File: src/rtl/add_sub_serial.sv
// Bit-serial unsigned add/subtract, LSB-first through one full adder; optional ovf port via ADD_SUB_SERIAL_OVF_EN.
// done pulses WIDTH+1 edges after start is accepted; start outside IDLE is dropped, never queued.
module add_sub_serial #(
  parameter int WIDTH = 4
) (
  input  logic             clock,
  input  logic             reset_b,
  input  logic             start,
  input  logic             sub,
  input  logic [WIDTH-1:0] a,
  input  logic [WIDTH-1:0] b,
  output logic             busy,
  output logic             done,
  output logic [WIDTH-1:0] sum,
`ifdef ADD_SUB_SERIAL_OVF_EN
  output logic             ovf,
`endif
  output logic             c_out
);

  localparam int CW = $clog2(WIDTH + 1);
  localparam logic [CW-1:0] CNT_LAST = CW'(WIDTH - 1);
  localparam logic [CW-1:0] CNT_END  = CW'(WIDTH);

  typedef enum logic [1:0] {
    IDLE  = 2'd0,
    SHIFT = 2'd1,
    DONE  = 2'd2
  } state_t;

  state_t           state_q, state_d;
  logic [WIDTH-1:0] a_q, a_d;
  logic [WIDTH-1:0] b_q, b_d;
  logic [WIDTH-1:0] shr_q, shr_d;
  logic [WIDTH-1:0] sum_q, sum_d;
  logic [CW-1:0]    cnt_q, cnt_d;
  logic             sub_q, sub_d;
  logic             cy_q, cy_d;
  logic             cout_q, cout_d;
  logic             b_bit;
  logic             s_bit;
  logic             c_next;
`ifdef ADD_SUB_SERIAL_OVF_EN
  logic             cmsb_q, cmsb_d;
  logic             ovf_q, ovf_d;
`endif

  assign b_bit  = b_q[0] ^ sub_q;
  assign s_bit  = a_q[0] ^ b_bit ^ cy_q;
  assign c_next = (a_q[0] & b_bit) | (a_q[0] & cy_q) | (b_bit & cy_q);

  always_comb begin
    state_d = state_q;
    a_d     = a_q;
    b_d     = b_q;
    shr_d   = shr_q;
    sum_d   = sum_q;
    cnt_d   = cnt_q;
    sub_d   = sub_q;
    cy_d    = cy_q;
    cout_d  = cout_q;
`ifdef ADD_SUB_SERIAL_OVF_EN
    cmsb_d  = cmsb_q;
    ovf_d   = ovf_q;
`endif
    case (state_q)
      IDLE: begin
        if (start) begin
          a_d     = a;
          b_d     = b;
          sub_d   = sub;
          cy_d    = sub;
          cnt_d   = '0;
          state_d = SHIFT;
        end
      end
      SHIFT: begin
        if (cnt_q == CNT_END) begin
          // Result register is only written here, so sum never shows partial bits.
          state_d = DONE;
          sum_d   = shr_q;
          cout_d  = cy_q ^ sub_q;
`ifdef ADD_SUB_SERIAL_OVF_EN
          ovf_d   = cmsb_q ^ cy_q;
`endif
        end else begin
          shr_d = {s_bit, shr_q[WIDTH-1:1]};
          a_d   = a_q >> 1;
          b_d   = b_q >> 1;
          cy_d  = c_next;
          cnt_d = cnt_q + 1'b1;
`ifdef ADD_SUB_SERIAL_OVF_EN
          if (cnt_q == CNT_LAST) cmsb_d = cy_q;
`endif
        end
      end
      DONE: begin
        state_d = IDLE;
      end
      default: begin
        state_d = IDLE;
      end
    endcase
  end

  always_ff @(posedge clock or negedge reset_b) begin
    if (!reset_b) begin
      state_q <= IDLE;
      a_q     <= '0;
      b_q     <= '0;
      shr_q   <= '0;
      sum_q   <= '0;
      cnt_q   <= '0;
      sub_q   <= 1'b0;
      cy_q    <= 1'b0;
      cout_q  <= 1'b0;
`ifdef ADD_SUB_SERIAL_OVF_EN
      cmsb_q  <= 1'b0;
      ovf_q   <= 1'b0;
`endif
    end else begin
      state_q <= state_d;
      a_q     <= a_d;
      b_q     <= b_d;
      shr_q   <= shr_d;
      sum_q   <= sum_d;
      cnt_q   <= cnt_d;
      sub_q   <= sub_d;
      cy_q    <= cy_d;
      cout_q  <= cout_d;
`ifdef ADD_SUB_SERIAL_OVF_EN
      cmsb_q  <= cmsb_d;
      ovf_q   <= ovf_d;
`endif
    end
  end

  assign busy  = (state_q == SHIFT);
  assign done  = (state_q == DONE);
  assign sum   = sum_q;
  assign c_out = cout_q;
`ifdef ADD_SUB_SERIAL_OVF_EN
  assign ovf   = ovf_q;
`endif

endmodule

File: config.mk
export PLATFORM = sky130hd
export DESIGN_NAME = add_sub_serial
export DESIGN_NICKNAME = d
export VERILOG_FILES = /design/src/rtl/add_sub_serial.sv
export SDC_FILE = /design/constraint.sdc
export NUM_CORES = 1
export LEC_CHECK = 0
export BUFFER_PORTS_ARGS = -buffer_cell sky130_fd_sc_hd__buf_2
export CAP_MARGIN = 0
export CELL_PAD_IN_SITES_DETAIL_PLACEMENT = 0
export CELL_PAD_IN_SITES_GLOBAL_PLACEMENT = 1
export CORE_AREA = 2 2 72 46
export DETAILED_ROUTE_END_ITERATION = 7
export DIE_AREA = 0 0 74 48
export HOLD_SLACK_MARGIN = 0.05
export PLACE_DENSITY = 0.72
export SLEW_MARGIN = 20
export SYNTH_ARGS = -nofsm -noshare
export SYNTH_HDL_FRONTEND = slang
export SYNTH_SLANG_ARGS = --single-unit
File: constraint.sdc
create_clock -name clock -period 4.4 [get_ports clock]
set_clock_uncertainty 0.15 [all_clocks]
set_input_delay 0.44 -clock clock [delete_from_list [all_inputs] [get_ports clock]]
set_output_delay 0.44 -clock clock [all_outputs]
set_load 0.02 [all_outputs]
==> results of run 1 <==
cell type report:
type	count	area share
well taps	42	0.0418
inverters	7	0.0209
flip-flops and latches	24	0.478
multi-input cells	58	0.347
repair buffers	19	0.0796
clock buffers	3	0.0328
cells by family (layout without fill, tap and decap cells):
logic type	Yosys count	in the layout	synth area share
AO/OA/AOI/OAI	22	22	0.110
XOR/XNOR	2	2	0.0161
adder cells (fa/ha/maj)	3	3	0.0413
buffers and inverters	10	29	0.0493
flip-flops	24	24	0.550
multiplexers	15	15	0.146
AND/OR/NAND/NOR	16	16	0.0872
Yosys cell counts:
master / n
fa_1: 1
and3_1: 1
buf_2: 1
o21ai_1: 2
mux2_2: 7
dfrtp_1: 24
xnor2_1: 2
a22o_1: 2
buf_6: 2
or2_1: 1
and2b_2: 1
inv_1: 6
inv_2: 1
nor3b_1: 1
mux2i_1: 8
nand3_1: 2
nor2b_1: 1
nand4b_1: 1
nand3b_1: 3
o21ai_0: 17
ha_1: 2
o21bai_1: 1
nand2_1: 5
power breakdown:
| group | total (W) | internal [W] | switching (W) |
|---|---|---|---|
| registers | 0.000387 | 0.000322 | 0.0000645 |
| logic | 0.000403 | 0.000182 | 0.000221 |
| clock network | 0.000128 | 0.0000612 | 0.0000670 |
per-stage QoR:
| stage | setup WS (ps) | hold WS [ps] | total power [W] | area, µm² | std cells |
|---|---|---|---|---|---|
| detailed placement | 2580 | 309 | 0.000800 | 1210 | 149 |
| global route | 2380 | 243 | 0.000996 | 1260 | 153 |
| floorplan | 2670 | -5.59 | 0.000709 | 1090 | 92 |
| global placement | 2620 | 298 | 0.000791 | 1210 | 149 |
| finish | 2440 | 244 | 0.000918 | 1260 | 153 |
| CTS | 2440 | 241 | 0.000931 | 1260 | 153 |
layer usage:
metal  global-route usage  vias to the layer above
li1                     -                      362
met1                0.177                      340
met2                0.196                       11
met3               0.0505                        5
met4               0.0545                        0
met5                    0                        -
worst max-delay path: cells and delay by family (launching register included):
kind / cells / cell delay [ps]
DFF: 1 / 430
buffers and inverters: 1 / 230
and+or+nand+nor: 1 / 440
registers in the layout, indices dropped and copies added (netlist names):
register,count
cy_q,1
a_q,4
cnt_q,3
shr_q,4
sub_q,1
sum,4
c_out,1
b_q,4
state_q,2
worst paths after layout:
| check | from | end |
|---|---|---|
| setup / recovery | state_q[1]$_DFFE_PN0P_ | busy |
| hold / removal | a[3] | a_q[3]$_DFFE_PN0P_ |
| setup reg to reg | cnt_q[0]$_DFFE_PN0P_ | b_q[3]$_DFFE_PN0P_ |
| hold reg to reg | sum[3]$_DFFE_PN0P_ | sum[3]$_DFFE_PN0P_ |
| max in group asynchronous | reset_b | sum[1]$_DFFE_PN0P_ |
| min in group asynchronous | reset_b | sum[3]$_DFFE_PN0P_ |
==> impl_metrics.csv, run 1 <==
group,metric,value,unit
die,start_util,0.385,
synthesis,netlist.area_leader.share,0.550,
synthesis,synth_nets,107,
clocking,clk_pin_slew,80,ps
worst_setup_path,reg2reg_depth,5,
placed_design,portBuffers,18,
clocking,cts_resized,0,
final_layout,final_common_cell,"dfrtp_1",
timing,slew_violations,0,
clocking,cts_buffers,3,
routing,drt-met1-wl,1080,µm
timing,post-route-min-period,1960,ps
global_routing,track_usage,0.133,
die,dieArea,3550,µm²
final_layout,regArea,601,µm²
worst_setup_path,crit_chain,"and2b_2 -> buf_2",
worst_setup_path,critPathArrivalTime,1370,ps
synthesis,yosysSeqAreaShare,0.550,
worst_setup_path,startpoint_type,"register",
global_routing,antenna_found_initial,0,
synthesis,synth.ff_latch_count,24,
timing,rsz0062_at_grt,"no",
routing,first_iter_violations,36,
worst_setup_path,reg2reg_slack,2590,ps
die,chipWidth,74,µm
routing,drt-total-wl,1960,µm
worst_setup_path,crit_type,"reg -> out",
worst_setup_path,slowest_stage,"and2b_2",
timing,worst_pin_slew,543,ps
routing,vias_per_cell,4.69,
worst_setup_path,cp-end-kind,"output port",
die,rows,15,
timing,setup_tns,0,ps
final_layout,final_net_count,128,
placed_design,dp_hpwl,1480,µm
clocking,clock_sinks,24,
global_routing,grt_overflow,0,
job,cap_violations,0,
clocking,cts.root.buffer_cell,"clkbuf_8",
routing,wl_met3,85,µm
routing,dr.pass1.iters,3,
timing,period_share,0.445,
die,die_h,48,µm
final_layout,area_delta_synth_final,15.3,%
timing,hold_viol_final,0,
final_layout,num_antenna_cells,0,
synthesis,yosys.area.top_type,"dfrtp_1",
routing,routed.top_layer,"met4",
timing,relSlewSlack,0.638,
clocking,cts-hold-fix-buffers,1,
routing,wire_per_inst,12.8,µm
clocking,post_cts_buffers,0,
worst_setup_path,crit_required,3810,ps
clocking,clockBufferDepth,2,
worst_setup_path,cp_max_fo,13,
worst_setup_path,cp_slowest_stage_delay,440,ps
clocking,clk_latency,260,ps
clocking,cts_tree,"yes",
routing,wl_met2,772,µm
power,vdd_drop_max,0.262,mV
global_routing,grt_pass1_vias,675,
placed_design,routabilityCongestion,0.756,
global_routing,grt_pass1_wl,3240,µm
synthesis,synthTopCellsByArea,"dfrtp_1 55%, o21ai_0 7.8%, mux2i_1 7.3%",
run_status,status,"finished, final reports clean",
die,core_region_area,2830,µm²
die,ios,19,
power,powerDensity,730,nW/µm²
final_layout,layout-drive-gt1-share,0.270,
final_layout,fin_util,0.444,
min_path,hold_depth,2,
synthesis,syn_avg_cell_area,11.9,µm²
timing,max_freq,511,MHz
final_layout,multi_input_area,437,µm²
synthesis,yosys_warnings,0,
routing,ant_nets,0,
global_routing,grt_max_degree,25,
synthesis,syn_area,1090,µm²
routing,num_vias,718,
clocking,cts_max_level,1,
final_layout,layout_common_cells,"24 x dfrtp_1, 18 x buf_2, 17 x o21ai_0, 8 x mux2i_1, 7 x mux2_2",
synthesis,syn_inst,92,
timing,setup_violations,0,
power,p_leak,0.617,nW
synthesis,yosys.cell_types.count,23,
routing,drc,0,
min_path,hold_path_class,"in -> reg",
final_layout,fill_cells,287,
(Power assumes the default switching activity.)
==> run 2, diff against run 1 <==
Clock period 4.4 ns to 1.9 ns, I/O delays scaled along.
==> run 2 against run 1 <==
Effect of this change: flip-flop and latch count did not move; first-iteration DRC count fell by 36%; non-clock buffer count rose by 7; clock-buffer cell count did not move; final area rose by 4.8%; clock power rose by 120%; utilization rose by 2.1 points; highest routed layer unchanged.
==> impl_metrics.csv, run 2 (same netlist as run 1, synthesis figures left out) <==
group,metric,value,unit
routing,wire_per_inst,12.4,µm
timing,rsz0062_at_grt,"no",
clocking,cts_max_level,1,
timing,relSlewSlack,0.647,
timing,max_freq,570,MHz
global_routing,track_usage,0.134,
clocking,post_cts_buffers,0,
timing,setup_violations,0,
timing,worst_pin_slew,530,ps
die,start_util,0.385,
worst_setup_path,crit_end,"a_q[3]$_DFFE_PN0P_",
worst_setup_path,critPathArrivalTime,1750,ps
power,powerDensity,1650,nW/µm²
power,p_leak,0.649,nW
final_layout,final_area,1320,µm²
worst_setup_path,r2r-end,"a_q[3]$_DFFE_PN0P_",
worst_setup_path,crit_type,"reg -> reg",
placed_design,preCtsSetupSlack,153,ps
die,rows,15,
global_routing,grt_overflow,0,
clocking,clk_pin_slew,80,ps
global_routing,grt_pass1_vias,750,
placed_design,routabilityCongestion,0.766,
final_layout,final_net_count,135,
routing,drc,0,
clocking,clockBufferDepth,2,
clocking,clock_sinks,24,
routing,first_iter_violations,23,
routing,vias_per_cell,4.81,
timing,hold_viol_final,0,
worst_setup_path,cp_max_fo,10,
die,ios,19,
worst_setup_path,reg2reg_depth,5,
global_routing,grt_max_degree,25,
clocking,clk_latency,260,ps
clocking,cts_resized,0,
die,die_h,48,µm
clocking,cts.root.buffer_cell,"clkbuf_8",
worst_setup_path,r2r_start,"cnt_q[0]$_DFFE_PN0P_",
worst_setup_path,crit_required,1890,ps
timing,setup_slack,147,ps
global_routing,antenna_found_initial,0,
routing,dr.pass1.iters,4,
timing,period_share,0.923,
power,vdd_drop_max,0.734,mV
worst_setup_path,startpoint_type,"register",
clocking,cts_tree,"yes",
run_status,status,"finished, final reports clean",
placed_design,portBuffers,18,
final_layout,area_delta_synth_final,20.8,%
die,core_region_area,2830,µm²
final_layout,layout-drive-gt1-share,0.288,
die,chipWidth,74,µm
routing,num_vias,770,
job,cap_violations,0,
final_layout,layout_common_cells,"24 x dfrtp_1, 18 x buf_2, 17 x o21ai_0, 8 x mux2i_1, 7 x mux2_2",
worst_setup_path,startpoint,"cnt_q[0]$_DFFE_PN0P_",
timing,post-route-min-period,1750,ps
clocking,cts_buffers,3,
placed_design,place_area,1240,µm²
final_layout,stdcell_count,160,
final_layout,final_common_cell,"dfrtp_1",
worst_setup_path,cp-end-kind,"register",
placed_design,dp_hpwl,1540,µm
die,dieArea,3550,µm²
routing,drt-total-wl,1990,µm
final_layout,fill_cells,270,
placed_design,dp_cells,153,
min_path,hold_path_class,"in -> reg",
timing,slew_violations,0,
final_layout,num_antenna_cells,0,
worst_setup_path,reg2reg_slack,150,ps
timing,setup_tns,0,ps
clocking,cts-hold-fix-buffers,4,
global_routing,grt_pass1_wl,3440,µm
routing,ant_nets,0,
run 2: cell types whose count changed in the layout (fill, tap and decap cells not counted):
cell | previous run | this run
buf_4 | 0 | 4
dlygate4sd3_1 | 1 | 4
run 2: critical path, cell delays in order (launching register included):
cell,delay (ps)
dfrtp_1,350
inv_1,70
ha_1,230
and3_1,200
or2_1,360
a22o_1,280
run 2: per-stage QoR:
stage                      util  power, W  hold WS (ps)
final                     0.465   0.00218          62.6
after global routing      0.465   0.00238          79.8
after CTS                 0.465   0.00220          57.3
after detailed placement  0.436   0.00191          51.1
after global placement    0.436   0.00188          54.0
after floorplan               -   0.00164          -256
run 2: worst min-delay path by stage:
stage / start / to / slack (ps) / cells past startpoint
2_1_floorplan: reset_b / a_q[0]$_DFFE_PN0P_ / -260 / 0
4_1_cts: a[2] / a_q[2]$_DFFE_PN0P_ / 60 / 3
3_3_place_gp: reset_b / sum[2]$_DFFE_PN0P_ / 50 / 1
5_1_grt: b[0] / b_q[0]$_DFFE_PN0P_ / 80 / 3
6_report: a[2] / a_q[2]$_DFFE_PN0P_ / 60 / 3
3_5_place_dp: reset_b / sum[2]$_DFFE_PN0P_ / 50 / 1
run 2: report_power, final:
part	internal [W]	leakage (nW)	total, W	switching (W)
sequential	0.000747	0.298	0.000898	0.000151
clock	0.000141	0.0216	0.000285	0.000144
combinational	0.000465	0.330	0.000996	0.000531
total	0.00135	0.649	0.00218	0.000826
run 2: cell type report:
type / count / area, µm² / area share
clock buffer: 3 / 41.3 / 0.0313
inverter: 7 / 26.3 / 0.0199
timing repair buffer: 26 / 160 / 0.122
multi-input combinational: 58 / 437 / 0.331
sequential: 24 / 601 / 0.456
tap: 42 / 52.6 / 0.0399
run 2: layer usage:
layer | part of all wire | vias up | global-route usage
met1 | 0.50 | 375 | 0.180
met4 | 0.014 | 0 | 0.0436
met5 | 0 | - | 0
met2 | 0.42 | 19 | 0.205
li1 | - | 372 | -
met3 | 0.062 | 4 | 0.0505
